===== config.mk =====
export PLATFORM = sky130hd
export DESIGN_NAME = mem_arbiter
export DESIGN_NICKNAME = d
export VERILOG_FILES = /design/src/rtl/mem_arbiter_pkg.sv /design/src/rtl/mem_arbiter_rr_arbiter2.sv /design/src/rtl/mem_arbiter.sv
export SDC_FILE = /design/constraint.sdc
export NUM_CORES = 1
export LEC_CHECK = 0
export CAP_MARGIN = 15
export CORE_MARGIN = 5
export CORE_UTILIZATION = 38
export CTS_BUF_LIST = sky130_fd_sc_hd__clkbuf_8
export CTS_CLUSTER_DIAMETER = 30
export DETAILED_ROUTE_END_ITERATION = 16
export PLACE_DENSITY = 0.88
export SLEW_MARGIN = 20
export SYNTH_ARGS = -nofsm -noshare
export SYNTH_HDL_FRONTEND = slang
export SYNTH_SLANG_ARGS = --single-unit

===== constraint.sdc =====
create_clock -name clk -period 3.4 [get_ports clk]
set_input_delay 0.34 -clock clk [delete_from_list [all_inputs] [get_ports clk]]
set_output_delay 0.34 -clock clk [all_outputs]
set_load 0.005 [all_outputs]

===== src/rtl/mem_arbiter_pkg.sv =====
// Shared types for the instruction-fetch / load-store memory arbiter.
package mem_arbiter_pkg;

    localparam int XLEN       = 32;
    localparam int STRB_WIDTH = XLEN / 8;

    typedef enum logic [1:0] {
        ARB_IDLE,
        ARB_REQ,
        ARB_WAIT
    } arb_state_e;

    typedef enum logic {
        OWNER_IFETCH,
        OWNER_DATA
    } arb_owner_e;

    typedef struct packed {
        logic                  we;
        logic [XLEN-1:0]       addr;
        logic [XLEN-1:0]       wdata;
        logic [STRB_WIDTH-1:0] wstrb;
    } mem_req_t;

endpackage


===== src/rtl/mem_arbiter_rr_arbiter2.sv =====
// Two-way round-robin grant. valid[0] is instruction fetch, valid[1] is data;
// on a tie the requester that did not win last time is granted.
module rr_arbiter2
    import mem_arbiter_pkg::*;
(
    input  logic [1:0] valid,
    input  arb_owner_e last_owner,
    output logic [1:0] grant
);

    always_comb begin
        grant    = 2'b00;
        grant[0] = valid[0] && (!valid[1] || (last_owner == OWNER_DATA));
        grant[1] = valid[1] && (!valid[0] || (last_owner == OWNER_IFETCH));
    end

endmodule


===== src/rtl/mem_arbiter.sv =====
// Shares one single-port memory between instruction fetch and load/store,
// one outstanding request at a time, with round-robin arbitration.
//
// state    | meaning
// ---------+-----------------------------------------------------------
// ARB_IDLE | arbitrate between valids, accept one request and latch it
// ARB_REQ  | hold the latched request on mem_req_* until mem_req_ready
// ARB_WAIT | wait for mem_rsp_valid and route it to the latched owner
module mem_arbiter
    import mem_arbiter_pkg::*;
(
    input  logic                  clk,
    input  logic                  n_rst,

    input  logic                  if_req_valid,
    output logic                  if_req_ready,
    input  logic [XLEN-1:0]       if_req_addr,
    output logic                  if_rsp_valid,
    output logic [XLEN-1:0]       if_rsp_data,

    input  logic                  d_req_valid,
    output logic                  d_req_ready,
    input  logic                  d_req_we,
    input  logic [XLEN-1:0]       d_req_addr,
    input  logic [XLEN-1:0]       d_req_wdata,
    input  logic [STRB_WIDTH-1:0] d_req_wstrb,
    output logic                  d_rsp_valid,
    output logic [XLEN-1:0]       d_rsp_data,

    output logic                  mem_req_valid,
    input  logic                  mem_req_ready,
    output logic                  mem_req_we,
    output logic [XLEN-1:0]       mem_req_addr,
    output logic [XLEN-1:0]       mem_req_wdata,
    output logic [STRB_WIDTH-1:0] mem_req_wstrb,
    input  logic                  mem_rsp_valid,
    input  logic [XLEN-1:0]       mem_rsp_data,

    output logic                  protocol_err
);

    arb_state_e state, next_state;
    arb_owner_e last_owner;
    arb_owner_e owner;
    mem_req_t   req;
    logic [1:0] grant;
    logic       accept_if;
    logic       accept_d;

    rr_arbiter2 u_rr (
        .valid      ({d_req_valid, if_req_valid}),
        .last_owner (last_owner),
        .grant      (grant)
    );

    always_comb begin
        next_state = state;
        accept_if  = 1'b0;
        accept_d   = 1'b0;
        case (state)
            ARB_IDLE: begin
                accept_if = grant[0];
                accept_d  = grant[1];
                if (grant[0] || grant[1]) next_state = ARB_REQ;
            end
            ARB_REQ:  if (mem_req_ready) next_state = ARB_WAIT;
            ARB_WAIT: if (mem_rsp_valid) next_state = ARB_IDLE;
            default:  next_state = ARB_IDLE;
        endcase
    end

    always_ff @(posedge clk) begin
        if (!n_rst) begin
            state        <= ARB_IDLE;
            last_owner   <= OWNER_IFETCH;
            owner        <= OWNER_IFETCH;
            req          <= '0;
            protocol_err <= 1'b0;
        end else begin
            state <= next_state;
            if (accept_if) begin
                last_owner <= OWNER_IFETCH;
                owner      <= OWNER_IFETCH;
                req.we     <= 1'b0;
                req.addr   <= if_req_addr;
                req.wdata  <= '0;
                req.wstrb  <= '0;
            end else if (accept_d) begin
                last_owner <= OWNER_DATA;
                owner      <= OWNER_DATA;
                req.we     <= d_req_we;
                req.addr   <= d_req_addr;
                req.wdata  <= d_req_wdata;
                req.wstrb  <= d_req_wstrb;
            end
            if (mem_rsp_valid && (state != ARB_WAIT)) protocol_err <= 1'b1;
        end
    end

    // Handshake outputs are masked while n_rst is low so nothing is accepted
    // or delivered in a cycle whose state is about to be discarded.
    assign if_req_ready = n_rst && (state == ARB_IDLE) && grant[0];
    assign d_req_ready  = n_rst && (state == ARB_IDLE) && grant[1];

    assign mem_req_valid = (state == ARB_REQ);
    assign mem_req_we    = req.we;
    assign mem_req_addr  = req.addr;
    assign mem_req_wdata = req.wdata;
    assign mem_req_wstrb = req.wstrb;

    assign if_rsp_valid = n_rst && mem_rsp_valid && (state == ARB_WAIT) && (owner == OWNER_IFETCH);
    assign d_rsp_valid  = n_rst && mem_rsp_valid && (state == ARB_WAIT) && (owner == OWNER_DATA);
    assign if_rsp_data  = mem_rsp_data;
    assign d_rsp_data   = mem_rsp_data;

endmodule


# Yosys cells after proc, flatten, opt, wreduce, memory -nomap -nowiden
# Cells that the tools add are included.
word_totals:
  ff_bits: 73
  word_cells: 42
  in_bits: 139
  output_inout_bits: 139
op_classes:
  bitwise: 2
  eq_ne: 6
  mux: 8
  n_reduce_logical: 19
op_table:
  columns: ["op", "n"]
  rows:
  - ["68-bit two-way mux", 2]
  - ["1-bit logical AND", 10]
  - ["2-bit two-way mux", 3]
  - ["2-bit != test, second input constant", 3]
  - ["2-bit one-hot mux with 3 select lines", 1]
  - ["1-bit logical OR", 3]
  - ["3-bit AND reduction", 1]
  - ["2-bit by 1-bit == test with 1-bit output, second input constant", 1]
  - ["2-bit == test, second input constant", 1]
  - ["1-bit logical NOT", 2]
  - ["2-bit logical NOT", 1]
  - ["1-bit two-way mux", 2]
  - ["2-bit by 1-bit != test with 1-bit output, second input constant", 1]
  - ["1-bit NOT", 2]
  - ["2-bit nonzero test", 1]
  - ["2-bit OR reduction", 1]

# Longest topological paths before layout
depth:
  ltp_word: 6
  depth_mapped: 7
  mapped_depth_nobuf: 3

# By module
# Synthesis repeated with hierarchy kept, for this count alone.
hier_totals:
  hier_cells: 368
  hier_area_um2: 3268.1
modules_own_cells:
  columns: ["mod", "cells_per_inst", "area_per_inst_um2", "seq_area_each_um2", "instances"]
  rows:
  - ["mem_arbiter", 365, 3249.4, 1461.4, 1]
  - ["rr_arbiter2", 3, 18.8, 0.0, 1]

# Least setup slack after synthesis
# Ideal clock, no wire load.
synth_timing:
  kind: "input port to output port"
  start: "input port if_req_valid"
  end: "output port if_req_ready"
  n_path_buf: 3
  arrival_time_ns: 1.261
  path_slack_ns: 1.799
  stages: 5
  path_cell_list: "buf_6 or3b_1 buf_4 clkbuf_2 nor3_1"
synth_via:
  elab_chain_cells: 2
synth_lines:
  columns: ["element", "line", "rtl"]
  rows:
  - ["from (decl)", "mem_arbiter.sv:15", "input logic if_req_valid,"]
  - ["1-bit logical AND", "mem_arbiter_rr_arbiter2.sv:13", "grant[0] = valid[0] && (!valid[1] || (last_owner == OWNER_DATA));"]
  - ["1-bit logical AND", "mem_arbiter.sv:102", "assign if_req_ready = n_rst && (state == ARB_IDLE) && grant[0];"]
  - ["to (decl)", "mem_arbiter.sv:16", "output logic if_req_ready,"]
# No other way between the ends.

# Worst setup path after layout
# Same ends and word-level chain as after synthesis.

==> impl_metrics.ini <==
[status]
outcome = complete, no violations

[yosys]
synth_edf_count = 0
ys_top_cells_by_area = dfxtp_1 38%, buf_4 13%, a21oi_1 8.0%
syn_avg_cell_area_um2 = 8.35
syn_nets = 594
syn-cell-area_um2 = 3800
ys_ff_latch = 73
syn_inst = 455
yosys.area.top_type = dfxtp_1
yosysSeqAreaShare_pct = 38.5
synth_cell_types = 32
yosysWarningCount = 0
synthArstFlopShare_pct = 0
ys.flop_type = dfxtp_1
synth_top_area_share_pct = 38.5

[sta]
rsz0062_at_grt = false
skew_ns = 0.00851
hold_viol = 0
final.setup.tns_ns = 0
setup_viol = 0
finalCritPeriodShare_pct = 74.5
worstMarginPinSlew_ns = 0.844
slew_violations = 0
whs_ns = 0.475
min_period_ns = 2.53
max_freq_mhz = 395
maxSlewHeadroom_pct = 43.6

[global_route]
grt_usage_pct = 19.0
grt_use_met1_pct = 22.1
use_met3_pct = 5.71
grt_start_max_net_pins = 41
grt_pass1_wl_um = 18300
met2_usage_pct = 32.7
grt_busiest_layer = met2
first_global_vias = 3740
overflow = 0
antenna_found_initial = 0

[clock_tree]
cts_setup_buffers = 0
clkTransAtPathRegs_ns = 0.06
cts_buffers = 9
clock-sinks = 73
clk_latency_ns = 0.33
cts_tree = yes
cts-root-buf = clkbuf_8
cts_resized = 0
htree_num_levels = 3
hold_buffers = 0
cts_buffer_depth = 2

[routing]
drt_iter0_markers = 295
route.vias.total = 3866
wirelength_um = 12200
routedWlPerCell_um = 18.0
via_per_inst = 5.69
drc_errors = 0
ant_nets = 0
first_pass_iters = 5

[die]
start_util_pct = 38.9
die-height_um = 110
core.rowCount = 36
fp.dieArea_um2 = 12100
io_pins = 278
die_w_um = 110
core-area_um2 = 9770

[flow_run]
maxCapViolCount = 0

[pwr]
leakagePower_uw = 0.00178
max-vdd-ir-drop_mv = 0.175
finalPower_uw = 2350
power.density_nw_per_um2 = 440

[place]
globalplace.congestion = 0.793
hpwl_um = 8880
io_buffers = 181

[critical_path]
start_kind = input port
required_ns = 3.06
crit_path_max_fanout = 11
arrival_ns = 2.19
endpoint_kind = output port
critPathKind = input port to output port

[cells_and_area]
drive_gt1_share_pct = 7.69
fillers = 864
layout_common_cells = 181 x clkdlybuf4s50_1, 73 x dfxtp_1, 61 x a21oi_1, 58 x o21ai_0, 37 x nand3_1
layout_commonest_cell = clkdlybuf4s50_1
syn_to_final_growth_pct = 40.3
regArea_um2 = 1460
num-nets-final = 681
insertedDiodeCount = 0
multiInputGateArea_um2 = 1590

[worst_hold_path]
hold_path.class = register to register
==> path summary, 6_finish.rpt <==
kind	from	to	slack (ns)	cells after the start
setup reg to reg	state[1]	mem_req_addr[13]	1.29	4
setup / recovery	if_req_valid	if_req_ready	0.87	4
hold / removal	mem_req_wdata[21]	mem_req_wdata[21]	0.47	2
hold reg to reg	mem_req_wdata[21]	mem_req_wdata[21]	0.47	2
==> Yosys cell counts, types with 2 or more instances <==
master,count
dfxtp_1,73
buf_4,66
a21oi_1,61
o21ai_0,58
nand3_1,37
clkbuf_1,32
nand4_1,32
a311oi_1,30
o21ai_1,11
a21oi_2,10
buf_2,8
buf_6,8
nor2_1,5
a311oi_2,2
clkbuf_2,2
nand2b_1,2
nor2b_1,2
nor3_1,2
==> registers in the layout, summed over array words and instances (netlist names) <==
register       flops
mem_req_wstrb      4
state              2
mem_req_wdata     32
owner              1
mem_req_we         1
mem_req_addr      32
protocol_err       1
==> power by group <==
group	internal (µW)	total, µW	switching (µW)
logic	342	641	299
clock network	423	719	296
registers	936	987	51.7
total	1700	2350	647
==> layer usage <==
metal / share of wire, % / vias up
li1: - / 1783
met1: 37 / 1772
met2: 49 / 286
met3: 12 / 25
met4: 2.2 / 0
met5: 0 / -
==> through the flow <==
step	area (µm²)	util (%)	setup WS [ns]	std cells
2_1_floorplan	3800	-	1.80	455
3_3_place_gp	5120	52.4	0.838	664
3_5_place_dp	5120	52.4	0.801	664
4_1_cts	5330	54.5	0.867	679
5_1_grt	5330	54.5	0.821	679
6_report	5330	54.5	0.866	679
==> critical path: stages <==
cell and delay [ns]:
clkdlybuf4s50_1 0.76, or3b_1 0.42, nor3_1 0.14, clkdlybuf4s50_1 0.53
==> area by class of cell <==
class | count | area share [%]
timing repair buffer | 192 | 35.5
inverter | 3 | 0.211
clock inverter | 5 | 1.36
multi-input combinational | 263 | 29.8
tap | 133 | 3.12
sequential | 73 | 27.4
clock buffer | 10 | 2.58
==> cells by family after synthesis <==
logic type      count (synthesis)  synth area share, %
compound gates                177                 28.5
simple gates                   86                 12.8
buf+inv                       119                 20.2
flops                          73                 38.5
No activity file was read; power rests on OpenSTA's default activity.
